==> config.mk <==
export PLATFORM = sky130hd
export DESIGN_NAME = hls_job_sequencer_flat
export DESIGN_NICKNAME = d
export VERILOG_FILES = /design/src/rtl/hls_pkg.sv /design/src/rtl/hls_job_sequencer_if.sv /design/src/rtl/hls_job_sequencer_sat_counter.sv /design/src/rtl/hls_job_sequencer.sv /design/src/flat_wrapper.sv
export SDC_FILE = /design/constraint.sdc
export NUM_CORES = 1
export LEC_CHECK = 0
export ABC_CLOCK_PERIOD_IN_PS = 2300
export BUFFER_PORTS_ARGS = -buffer_cell sky130_fd_sc_hd__buf_2
export CAP_MARGIN = 30
export CELL_PAD_IN_SITES_DETAIL_PLACEMENT = 1
export CELL_PAD_IN_SITES_GLOBAL_PLACEMENT = 1
export CORE_MARGIN = 1.5
export CORE_UTILIZATION = 39
export CTS_BUF_LIST = sky130_fd_sc_hd__clkbuf_8 sky130_fd_sc_hd__clkbuf_16
export CTS_CLUSTER_SIZE = 40
export DETAILED_ROUTE_END_ITERATION = 7
export PLACE_DENSITY = 0.88
export SYNTH_ARGS = -nofsm -noshare
export SYNTH_HDL_FRONTEND = slang
export SYNTH_HIERARCHICAL = 1
export SYNTH_SLANG_ARGS = --single-unit
export TNS_END_PERCENT = 30
==> constraint.sdc <==
create_clock -name clk -period 2.3 [get_ports clk]
set_input_delay 0.23 -clock clk [delete_from_list [all_inputs] [get_ports clk]]
set_output_delay 0.23 -clock clk [all_outputs]
set_load 0.05 [all_outputs]
==> src/rtl/hls_pkg.sv <==
// Shared types and constants for the HLS job sequencer and the command front end.
package hls_pkg;

    typedef enum logic [1:0] {
        IDLE  = 2'd0,
        START = 2'd1,
        RUN   = 2'd2,
        RESP  = 2'd3
    } hls_seq_state_t;

    localparam logic MODE_DOT = 1'b0;
    localparam logic MODE_EUC = 1'b1;

    localparam logic [7:0] CMD_DOT = 8'd6;
    localparam logic [7:0] CMD_EUC = 8'd7;

    // Job is in flight: latency and timeout counters advance only here.
    function automatic logic seq_active(hls_seq_state_t s);
        return (s == START) || (s == RUN);
    endfunction

endpackage

==> src/rtl/hls_job_sequencer_if.sv <==
// ap_ctrl_hs handshake, mode and BRAM port-B ownership between sequencer and HLS core.
interface hls_job_sequencer_if #(
    parameter int RESULT_WIDTH = 32
);
    logic                    ap_start;
    logic                    ap_ready;
    logic                    ap_done;
    logic [RESULT_WIDTH-1:0] hls_result;
    logic                    hls_mode;
    logic                    bram_sel;

    modport master (
        output ap_start, hls_mode, bram_sel,
        input  ap_ready, ap_done, hls_result
    );

    modport slave (
        input  ap_start, hls_mode, bram_sel,
        output ap_ready, ap_done, hls_result
    );
endinterface

==> src/rtl/hls_job_sequencer_sat_counter.sv <==
// Up-counter with synchronous clear and enable that sticks at all-ones.
module sat_counter #(
    parameter int WIDTH = 32
) (
    input  logic             clk,
    input  logic             rst,
    input  logic             clr_i,
    input  logic             en_i,
    output logic [WIDTH-1:0] cnt_o
);
    logic [WIDTH-1:0] cnt_q, cnt_d;

    always_comb begin
        cnt_d = cnt_q;
        if (clr_i) begin
            cnt_d = '0;
        end else if (en_i && (cnt_q != '1)) begin
            cnt_d = cnt_q + WIDTH'(1);
        end
    end

    always_ff @(posedge clk or posedge rst) begin
        if (rst) begin
            cnt_q <= '0;
        end else begin
            cnt_q <= cnt_d;
        end
    end

    assign cnt_o = cnt_q;
endmodule

==> src/rtl/hls_job_sequencer.sv <==
// Runs one dot/Euclidean job at a time on the HLS core, latches its result,
// measures latency and aborts jobs that exceed TIMEOUT_CYCLES.
//
// state | meaning
// IDLE  | waiting for cmd_valid; debug readout owns BRAM port B
// START | ap_start high until the core samples it (ap_ready)
// RUN   | core computing; waiting for ap_done or timeout
// RESP  | result (or timeout) presented until res_ack
module hls_job_sequencer
    import hls_pkg::*;
#(
    parameter int TIMEOUT_CYCLES = 1_000_000,
    parameter int RESULT_WIDTH   = 32,
    parameter int CYC_WIDTH      = 32
) (
    input  logic                    clk,
    input  logic                    rst,
    input  logic                    cmd_valid_i,
    input  logic                    cmd_mode_i,
    output logic                    cmd_ready_o,
    hls_job_sequencer_if.master     core,
    output logic                    busy_o,
    output logic                    res_valid_o,
    input  logic                    res_ack_i,
    output logic [RESULT_WIDTH-1:0] res_data_o,
    output logic                    res_mode_o,
    output logic                    res_timeout_o,
    output logic [CYC_WIDTH-1:0]    last_cycles_o
);
    localparam int TMO_W = $clog2(TIMEOUT_CYCLES);
    localparam logic [TMO_W-1:0] TMO_LAST = TMO_W'(TIMEOUT_CYCLES - 1);

    hls_seq_state_t          state_q;
    logic                    ap_start_q, bram_sel_q, hls_mode_q;
    logic                    res_valid_q, res_timeout_q, res_mode_q;
    logic [RESULT_WIDTH-1:0] res_data_q;
    logic [CYC_WIDTH-1:0]    last_cycles_q;

    logic                    accept, active, tmo_hit;
    logic [CYC_WIDTH-1:0]    cyc_cnt, cyc_plus1;
    logic [TMO_W-1:0]        tmo_cnt;

    assign accept    = (state_q == IDLE) && cmd_valid_i;
    assign active    = seq_active(state_q);
    assign tmo_hit   = (tmo_cnt == TMO_LAST);
    // The sampling cycle of ap_done itself is part of the latency.
    assign cyc_plus1 = (cyc_cnt == '1) ? cyc_cnt : cyc_cnt + CYC_WIDTH'(1);

    sat_counter #(.WIDTH(CYC_WIDTH)) u_lat_cnt (
        .clk   (clk),
        .rst   (rst),
        .clr_i (accept),
        .en_i  (active),
        .cnt_o (cyc_cnt)
    );

    sat_counter #(.WIDTH(TMO_W)) u_tmo_cnt (
        .clk   (clk),
        .rst   (rst),
        .clr_i (accept),
        .en_i  (active),
        .cnt_o (tmo_cnt)
    );

    always_ff @(posedge clk or posedge rst) begin
        if (rst) begin
            state_q       <= IDLE;
            ap_start_q    <= 1'b0;
            bram_sel_q    <= 1'b0;
            hls_mode_q    <= MODE_DOT;
            res_valid_q   <= 1'b0;
            res_timeout_q <= 1'b0;
            res_mode_q    <= MODE_DOT;
            res_data_q    <= '0;
            last_cycles_q <= '0;
        end else begin
            case (state_q)
                IDLE: begin
                    if (cmd_valid_i) begin
                        hls_mode_q <= cmd_mode_i;
                        bram_sel_q <= 1'b1;
                        ap_start_q <= 1'b1;
                        state_q    <= START;
                    end
                end
                START, RUN: begin
                    // ap_done beats an expiring timeout on the same cycle.
                    if (core.ap_done) begin
                        ap_start_q    <= 1'b0;
                        bram_sel_q    <= 1'b0;
                        res_data_q    <= core.hls_result;
                        res_mode_q    <= hls_mode_q;
                        res_timeout_q <= 1'b0;
                        last_cycles_q <= cyc_plus1;
                        res_valid_q   <= 1'b1;
                        state_q       <= RESP;
                    end else if (tmo_hit) begin
                        ap_start_q    <= 1'b0;
                        bram_sel_q    <= 1'b0;
                        res_data_q    <= '0;
                        res_timeout_q <= 1'b1;
                        last_cycles_q <= '1;
                        res_valid_q   <= 1'b1;
                        state_q       <= RESP;
                    end else if ((state_q == START) && core.ap_ready) begin
                        ap_start_q <= 1'b0;
                        state_q    <= RUN;
                    end
                end
                RESP: begin
                    if (res_ack_i) begin
                        res_valid_q <= 1'b0;
                        state_q     <= IDLE;
                    end
                end
                default: state_q <= IDLE;
            endcase
        end
    end

    assign cmd_ready_o   = (state_q == IDLE);
    assign busy_o        = (state_q != IDLE);
    assign core.ap_start = ap_start_q;
    assign core.bram_sel = bram_sel_q;
    assign core.hls_mode = hls_mode_q;
    assign res_valid_o   = res_valid_q;
    assign res_data_o    = res_data_q;
    assign res_mode_o    = res_mode_q;
    assign res_timeout_o = res_timeout_q;
    assign last_cycles_o = last_cycles_q;
endmodule

==> src/flat_wrapper.sv <==
// flat-port wrapper written by rule: the top's interface ports become plain ports
module hls_job_sequencer_flat import hls_pkg::*;
#(
    parameter int TIMEOUT_CYCLES = 1_000_000,
    parameter int RESULT_WIDTH   = 32,
    parameter int CYC_WIDTH      = 32
)
  (clk, rst, cmd_valid_i, cmd_mode_i, cmd_ready_o, busy_o, res_valid_o, res_ack_i, res_data_o, res_mode_o, res_timeout_o, last_cycles_o, core_ap_start, core_hls_mode, core_bram_sel, core_ap_ready, core_ap_done, core_hls_result);
  hls_job_sequencer_if #(.RESULT_WIDTH(RESULT_WIDTH)) core_i ();
  input  logic clk;
  input  logic rst;
  input  logic cmd_valid_i;
  input  logic cmd_mode_i;
  output logic cmd_ready_o;
  output logic busy_o;
  output logic res_valid_o;
  input  logic res_ack_i;
  output logic [RESULT_WIDTH-1:0] res_data_o;
  output logic res_mode_o;
  output logic res_timeout_o;
  output logic [CYC_WIDTH-1:0] last_cycles_o;
  output wire logic [$bits(core_i.ap_start)-1:0] core_ap_start;
  output wire logic [$bits(core_i.hls_mode)-1:0] core_hls_mode;
  output wire logic [$bits(core_i.bram_sel)-1:0] core_bram_sel;
  input wire logic [$bits(core_i.ap_ready)-1:0] core_ap_ready;
  input wire logic [$bits(core_i.ap_done)-1:0] core_ap_done;
  input wire logic [$bits(core_i.hls_result)-1:0] core_hls_result;
  assign core_ap_start = core_i.ap_start;
  assign core_hls_mode = core_i.hls_mode;
  assign core_bram_sel = core_i.bram_sel;
  assign core_i.ap_ready = core_ap_ready;
  assign core_i.ap_done = core_ap_done;
  assign core_i.hls_result = core_hls_result;
  hls_job_sequencer #(.TIMEOUT_CYCLES(TIMEOUT_CYCLES), .RESULT_WIDTH(RESULT_WIDTH), .CYC_WIDTH(CYC_WIDTH)) u_core (.clk(clk), .rst(rst), .cmd_valid_i(cmd_valid_i), .cmd_mode_i(cmd_mode_i), .cmd_ready_o(cmd_ready_o), .core(core_i), .busy_o(busy_o), .res_valid_o(res_valid_o), .res_ack_i(res_ack_i), .res_data_o(res_data_o), .res_mode_o(res_mode_o), .res_timeout_o(res_timeout_o), .last_cycles_o(last_cycles_o));
endmodule
Word level (Yosys, flattened, before mapping). Cells that the tools add are included. Widths: inputs -> output; s select.

Memory bits (writable): 0. Memories: 0. Output and inout port bits: 72. Bits in registers: 124. Bits in read-only memories: 0. Latch bits: 0.

Div/mod/pow operators: 0. Equality and inequality tests: 11. Shift operators: 0. Add/subtract/negate cells: 2. Multiply operators: 0. Bitwise operators: 0. Magnitude comparators: 0. Reductions and logical operators: 20. Multiplexer cells: 28.

Operators by type and width (number): $mux 32 (7); $mux 20 (2); $add 32x1->32 const B (1); $eq 32x32->1 const B (1); $ne 32x32->1 const B (1); $add 20x1->20 const B (1); $eq 20x20->1 const B (1); $ne 20x20->1 const B (1); $reduce_and 3->1 (4); $reduce_bool 2->1 (6); $mux 1 (10); $mux 2 (5); $pmux 1 s2 (3); $pmux 2 s3 (1); $reduce_and 2->1 (3); $eq 2x2->1 const B (2); $logic_and 1x1->1 (4); $ne 2x2->1 const B (2); $ne 4x2->1 const B (1); $ne 3x2->1 const B (1); $eq 2x1->1 const B (1); $logic_not 2->1 (1); $reduce_or 2->1 (1); $logic_or 1x1->1 (1).

Depth between registers and ports, before layout. Gate-level depths: netlist (run 1).

Depth in word-level cells: 6. Depth in mapped cells: 10. Depth with buffers taken out: 7.

Modules after synthesis. Netlist (run 1), hierarchy kept.

Modules (own cells, without submodules): hls_job_sequencer (instances 1, cells an instance 423, seq. area each 1801.7 um^2, area an instance 3768.6 um^2); sat_counter at u_core.u_lat_cnt (instances 1, cells an instance 186, seq. area each 800.8 um^2, area an instance 1740.4 um^2); sat_counter at u_core.u_tmo_cnt (instances 1, cells an instance 127, seq. area each 500.5 um^2, area an instance 1179.9 um^2).

Worst setup path before layout (run 1). No wires, ideal clock.

Path kind: register to register. Start: register u_core.state_q[0]. End: register u_core.u_tmo_cnt.cnt_q[12], in the netlist u_core/u_tmo_cnt/cnt_o[12]. Required time: 2168 ps. Cell stages (with the launch flop): 8. Setup time: 132 ps. Setup slack: -493 ps. Arrival time: 2661 ps. Cell sequence: dfrtp_1 inv_1 ha_1 inv_1 nor2_1 clkbuf_1 clkbuf_1 nor2_1.

Elaborated cells on any way between the ends: 8.

RTL lines: start, declared (RTL line hls_job_sequencer.sv:33) `hls_seq_state_t state_q;`; start signal, assigned (RTL line hls_job_sequencer.sv:67) `state_q <= IDLE;`; start signal, assigned (RTL line hls_job_sequencer.sv:83) `state_q <= START;`; start signal, assigned (RTL line hls_job_sequencer.sv:96) `state_q <= RESP;`; $logic_not 2->1 *; net cmd_ready_o (RTL line flat_wrapper.sv:14) `output logic cmd_ready_o;`; $logic_and 1x1->1 * (RTL line hls_job_sequencer.sv:43) `assign accept = (state_q == IDLE) && cmd_valid_i;`; net u_core.accept (RTL line hls_job_sequencer.sv:39) `logic accept, active, tmo_hit;`; $mux 20 / $reduce_bool 2->1 (equally long branches); end signal, assigned (RTL line hls_job_sequencer_sat_counter.sv:26) `cnt_q <= cnt_d;`; end, declared (RTL line hls_job_sequencer_sat_counter.sv:11) `logic [WIDTH-1:0] cnt_q, cnt_d;`.

Mark *: on every way through the listed nets, which the timed path passes. The rest lies on a longest branch. A chain may end at the register's enable or synchronous reset.

Worst setup path after layout (run 1).
Start: register u_core.u_lat_cnt.cnt_q[5], in the netlist u_core/u_lat_cnt/cnt_o[5]. End: register u_core.last_cycles_q[30], in the netlist u_core/last_cycles_o[30].

Longest elaborated chain between the ends: 3. Elaborated cells on any way between the ends: 4.

RTL lines: start, declared (RTL line hls_job_sequencer_sat_counter.sv:11); start signal, assigned (RTL line hls_job_sequencer_sat_counter.sv:26); $add 32x1->32 / $eq 32x32->1 (equally long branches) (RTL line hls_job_sequencer.sv:47) `assign cyc_plus1 = (cyc_cnt == '1) ? cyc_cnt : cyc_cnt + CYC_WIDTH'(1);`; $mux 32 * (RTL line hls_job_sequencer.sv:47); $mux 32 * (RTL line hls_job_sequencer.sv:88) `if (core.ap_done) begin`; end signal, assigned (RTL line hls_job_sequencer.sv:94) `last_cycles_q <= cyc_plus1;`; end, declared (RTL line hls_job_sequencer.sv:37) `logic [CYC_WIDTH-1:0] last_cycles_q;`.

Mark *: on every way between the ends. The rest lies on a longest branch, timed or not.

==> impl_metrics.toml, run 1 <==
[logic_synthesis]
synth-compound-area-share = 0.186
synth_seq_cells = 124
ys_warn_count = 6
synth_edf_count = 0
synth_area_mm2 = 0.00669
synth_top_area_share = 0.464
async_flop_share = 1.00
syn_area_per_cell_um2 = 9.09
yosys.area_share.simple = 0.257
ys_types = 58
synthAdderAreaFrac = 0.0150
syn_inst = 736
ys_seq_area_frac = 0.464
ys.flop_type = "dfrtp_1"
synth_mux_area_frac = 0.0208
synth_top_family_by_area = "simple AND/OR/NAND/NOR gates"
synth.top_cells.by_area = "dfrtp_1 46%, nand2_1 5.5%, a21oi_1 4.5%"
syn_nets = 783
synth-xor-area-share = 0.0223
yosysTopAreaCell = "dfrtp_1"

[drt]
wl_per_cell_um = 23.7
drt_iter0_drc = 687
num_vias = 7426
drt-total-wl_mm = 27.3
via_per_inst = 6.44
firstDrtPassIters = 5
ant_nets = 0
drc_errors = 0

[worst_setup_path]
startpoint = "u_core/u_lat_cnt/cnt_o[5]"
cp_max_fo = 7
worstSetupPathType = "register to register"
worst_setup_path_start_kind = "register"
arrival_ns = 2.84
reg2reg_from = "u_core/u_lat_cnt/cnt_o[5]"
worstPathRequired_ns = 2.62
endpoint_kind = "register"

[layout]
num_antenna_cells = 0
final_area_mm2 = 0.00893
layout-drive-gt1-share = 0.314
final_cells = 1153
area_growth_pct = 33.5
layout_common_cells = "119 x dfrtp_1, 110 x buf_2, 98 x nand2_1"
postLayoutCoreUtil = 0.537
nets = 967
layout_commonest_cell = "dfrtp_1"

[sta]
relSlewSlack = 0.428
tns_ns = -0.622
maxSlewViolCount = 0
fin_crit_sh = 1.09
hold_slack_ns = 0.00997
finalSetupViolCount = 11
period_needed_ns = 2.52
rsz0062_at_grt = "yes"
hold_viol = 0
fmax_mhz = 398
fin_worst_skew_ns = 0.00938
worst_slack_ns = -0.215
worstMarginPinSlew_ns = 0.857

[job]
maxCapViolations = 0

[floorplan]
die_x_um = 134
die_area_mm2 = 0.0179
start_util = 0.402
coreArea_mm2 = 0.0166
die_h_um = 134
io_pins = 111
num_rows = 47

[grt]
gr-total-overflow = 0
grtUsageTotal = 0.289
grt_pass1_wl_mm = 40.3
grt_pass1_vias = 7326
grt_max_degree = 48
antenna_found_initial = 0

[clock_network]
clockBufferDepth = 2
htree_levels = 4
clkSinkCount = 124
worstSkewPairLatency_ns = 0.43
cts_tree = "built"
root_buffer = "clkbuf_16"
cts_buffers = 17
clkSlewWorstSetupHoldPaths_ns = 0.06

[hold_path]
worstHoldStart = "core_hls_result[1]"
hold_class = "input pin to register"

[power_and_ir_drop]
power_mw = 12.3
p_leak_nw = 3.83
powerDensity_mw_per_mm2 = 1380
peakVddDrop_uv = 955

[place]
port_buffers = 110
preCtsSetupSlack_ns = -0.0447
placed_cells = 1104
gp_congestion = 0.870
post_dp_cell_area_mm2 = 0.00801
hpwl_mm = 16.0

[run_status]
violations = "negative setup slack"
outcome = "complete, but fails checks"
-- routing by layer --
layer | vias to the layer above | share of wire | global-route usage
met2 | 484 | 0.47 | 0.476
met3 | 141 | 0.081 | 0.0692
met1 | 3680 | 0.39 | 0.357
met4 | 0 | 0.050 | 0.138
li1 | 3121 | - | -
met5 | - | 0 | 0
-- worst paths after layout --
path                            slack, ns  cells after the start                          to
max in group asynchronous            1.21                      3  u_core/u_tmo_cnt/cnt_o[17]
min in group asynchronous            0.48                      4     u_core/last_cycles_o[7]
worst min-delay path                 0.01                      3        u_core/res_data_o[1]
worst max-delay path                -0.22                      6    u_core/last_cycles_o[30]
worst max register to register      -0.22                      6    u_core/last_cycles_o[30]
worst min register to register       0.49                      2           u_core/res_mode_o
-- report_power, final --
group | internal [mW] | leakage [nW] | switching [mW]
registers | 2.91 | 1.58 | 0.495
clock network | 1.77 | 0.294 | 1.09
logic | 1.58 | 1.96 | 4.48
-- sequential cells by signal (all words and copies together), names as in the netlist --
| signal | cells |
|---|---|
| u_core/res_valid_o | 1 |
| u_core/core.ap_start | 1 |
| u_core/core.bram_sel | 1 |
| u_core/res_timeout_o | 1 |
| u_core/u_tmo_cnt/cnt_o | 20 |
| u_core/state_q | 2 |
| u_core/last_cycles_o | 32 |
| u_core/res_mode_o | 1 |
| u_core/core.hls_mode | 1 |
| u_core/u_lat_cnt/cnt_o | 32 |
| u_core/res_data_o | 32 |
-- synth_stat cells (all sizes together), types with 5 or more instances --
library cell and instances:
a21oi 60, mux2 7, o31ai 33, ha 8, o21ai 50, inv 19
nand4 22, or3 18, nand2 98, a31oi 15, mux2i 6, nand3 33
clkbuf 27, a2111oi 7, nor4 8, a211oi 5, buf 13, nor3 9
nor2b 7, nor2 46, or4 32, and3 16, and4 14, xnor2 13
dfrtp 124
-- area by class of cell --
type | instances | area, µm²
clock buffers | 19 | 453
clock inverters | 13 | 164
fillers | 1930 | 7710
inverters | 19 | 71.3
multi-input cells | 554 | 3560
flip-flops and latches | 124 | 3110
well taps | 220 | 275
repair buffers | 204 | 1300
-- worst max-delay path: stages, from the launching register on --
cell,delay [ns]
dfrtp_1,0.43
buf_4,0.14
nand4_1,0.20
or3b_4,0.50
or3_1,0.37
or4_1,0.51
a31oi_1,0.27
-- repair_timing --
action	4_1_cts	5_1_grt
pin swaps	3	9
setup buffers	6	8
resized for setup	11	31
hold buffers	2	0
gates cloned	1	0
hold endpoints to repair	58	0
setup endpoints to repair	11	49
-- cells by family after synthesis --
| kind of cell | after synthesis |
|---|---|
| and+or+nand+nor | 320 |
| AOI/OAI and AO/OA | 195 |
| DFF | 124 |
| buffers and inverters | 59 |
| xor gates and xnor gates | 17 |
| muxes | 13 |
| adders and majority gates | 8 |
No activity file was read; power rests on OpenSTA's default activity.
==> run 2: changes to the inputs <==
--- a/config.mk
+++ b/config.mk
@@ -12,9 +12,9 @@
 export CELL_PAD_IN_SITES_GLOBAL_PLACEMENT = 1
 export CORE_MARGIN = 1.5
 export CORE_UTILIZATION = 39
-export CTS_BUF_LIST = sky130_fd_sc_hd__clkbuf_8 sky130_fd_sc_hd__clkbuf_16
 export CTS_CLUSTER_SIZE = 40
 export DETAILED_ROUTE_END_ITERATION = 7
+export HOLD_SLACK_MARGIN = 0.05
 export PLACE_DENSITY = 0.88
 export SYNTH_ARGS = -nofsm -noshare
 export SYNTH_HDL_FRONTEND = slang
==> impl_metrics.toml, run 2 (same netlist as run 1, synthesis figures left out) <==
[grt]
gr-total-overflow = 0
grt_pass1_vias = 7931
antenna_found_initial = 0
grt_pass1_wl_mm = 45.7
grtUsageTotal = 0.332
grt_max_degree = 48

[sta]
maxSlewViolCount = 0
rsz0062_at_grt = "yes"
fmax_mhz = 396
hold_viol = 0
period_needed_ns = 2.52
relSlewSlack = 0.442
fin_worst_skew_ns = 0.0145
worstMarginPinSlew_ns = 0.836
tns_ns = -1.82
finalSetupViolCount = 31
fin_crit_sh = 1.10
worst_slack_ns = -0.223

[worst_setup_path]
worstSetupPathType = "register to register"
worst_setup_path_start_kind = "register"
crit_slowest_cell = "a2111oi_4"
endpoint_kind = "register"
crit_chain = "buf_4 -> buf_4 -> and3_1 -> nand4_1 -> a2111oi_4 -> xnor2_1 -> a21oi_1"
cp_slowest_stage_delay_ns = 0.56
worstPathRequired_ns = 2.62
reg2reg_depth = 7
reg2reg_slack_ns = -0.22
startpoint = "u_core/u_lat_cnt/cnt_o[0]"
cp_max_fo = 9
crit_path_end = "u_core/last_cycles_o[31]"
arrival_ns = 2.84
reg2reg_from = "u_core/u_lat_cnt/cnt_o[0]"
cp_common_cell = "buf_4"
r2r-end = "u_core/last_cycles_o[31]"

[clock_network]
cts_tree = "built"
cts_buffers = 17
root_buffer = "clkbuf_16"
worstSkewPairLatency_ns = 0.45
clockBufferDepth = 2
htree_levels = 4
clkSlewWorstSetupHoldPaths_ns = 0.07
clkSinkCount = 124

[floorplan]
die_area_mm2 = 0.0179
num_rows = 47
start_util = 0.402
die_h_um = 134
io_pins = 111
coreArea_mm2 = 0.0166
die_x_um = 134

[layout]
nets = 1001
area_growth_pct = 39.4
layout_common_cells = "113 x dfrtp_1, 110 x buf_2, 97 x nand2_1"
layout-drive-gt1-share = 0.324
num_antenna_cells = 0
layout_commonest_cell = "dfrtp_1"

[drt]
firstDrtPassIters = 8
num_vias = 8219
via_per_inst = 6.92
wl_per_cell_um = 29.6
drc_errors = 0
drt-total-wl_mm = 35.1
ant_nets = 0
drt_iter0_drc = 994

[place]
port_buffers = 110
gp_congestion = 0.870
hpwl_mm = 16.0

[power_and_ir_drop]
p_leak_nw = 3.97
powerDensity_mw_per_mm2 = 1400
power_mw = 13.1
peakVddDrop_uv = 850

[job]
maxCapViolations = 0

[run_status]
outcome = "complete, but fails checks"
violations = "negative setup slack"

[hold_path]
hold_class = "input pin to register"
[run 2: changes by cell type in the layout (fill, tap and decap cells not counted), moves of 3 or more]
cell,previous run,this run
or4_4,7,10
or4_1,25,22
buf_4,87,91
dfrtp_1,119,113
dfrtp_2,5,11
inv_1,19,16
dlygate4sd3_1,2,32
[run 2: how the worst min path moves through the flow]
stage,startpoint,to,depth (start not counted)
after floorplan,rst,u_core/u_tmo_cnt/cnt_o[0],1
after global placement,rst,u_core/last_cycles_o[9],3
after detailed placement,rst,u_core/last_cycles_o[4],3
after CTS,core_hls_result[7],u_core/res_data_o[7],3
after global routing,cmd_mode_i,u_core/core.hls_mode,2
final,cmd_mode_i,u_core/core.hls_mode,2
[run 2: cell type report]
| class | instances | area [µm²] |
|---|---|---|
| flip-flops and latches | 124 | 3120 |
| well taps | 220 | 275 |
| fillers | 1873 | 7320 |
| clock buffers | 20 | 457 |
| clock inverters | 12 | 160 |
| inverters | 19 | 71.3 |
| repair buffers | 238 | 1630 |
| multi-input cells | 554 | 3620 |
[run 2: stage by stage]
step | util | setup WS [ns] | cells | hold slack (ns) | area, µm²
after global routing | 0.560 | -0.273 | 1187 | 0.0388 | 9330
after floorplan | - | -0.0426 | 736 | 0.194 | 6710
after detailed placement | 0.481 | -0.0447 | 1104 | 0.371 | 8010
final | 0.560 | -0.223 | 1187 | 0.0488 | 9330
after global placement | 0.481 | 0.0717 | 1104 | 0.364 | 8010
after CTS | 0.544 | -0.0262 | 1175 | 0.0509 | 9050
[run 2: routing by layer]
layer  vias to the layer above  part of all wire  track usage
li1                       3191                 -            -
met1                      3975              0.36        0.394
met2                       765              0.45        0.559
met3                       288              0.10       0.0824
met4                         0             0.082        0.170
met5                         -                 0            0
[run 2: where the power goes]
| group | switching, mW | internal (mW) |
|---|---|---|
| combinational | 4.88 | 1.70 |
| sequential | 0.611 | 2.91 |
| clock | 1.21 | 1.77 |
[run 2: what timing repair did]
action	4_1_cts	5_1_grt
pin swaps	3	13
endpoints found under the setup margin	11	51
setup buffers	6	11
endpoints found under the hold margin	110	0
resized for setup	11	55
gates cloned	1	1
hold buffers	32	0
[run 2: critical path: cells and delay by family (launching register included)]
kind                      cells  cell delay [ns]
DFF                           1             0.40
AOI/OAI and AO/OA             2             0.67
xor gates and xnor gates      1             0.21
and+or+nand+nor               2             0.89
buffers and inverters         2             0.24
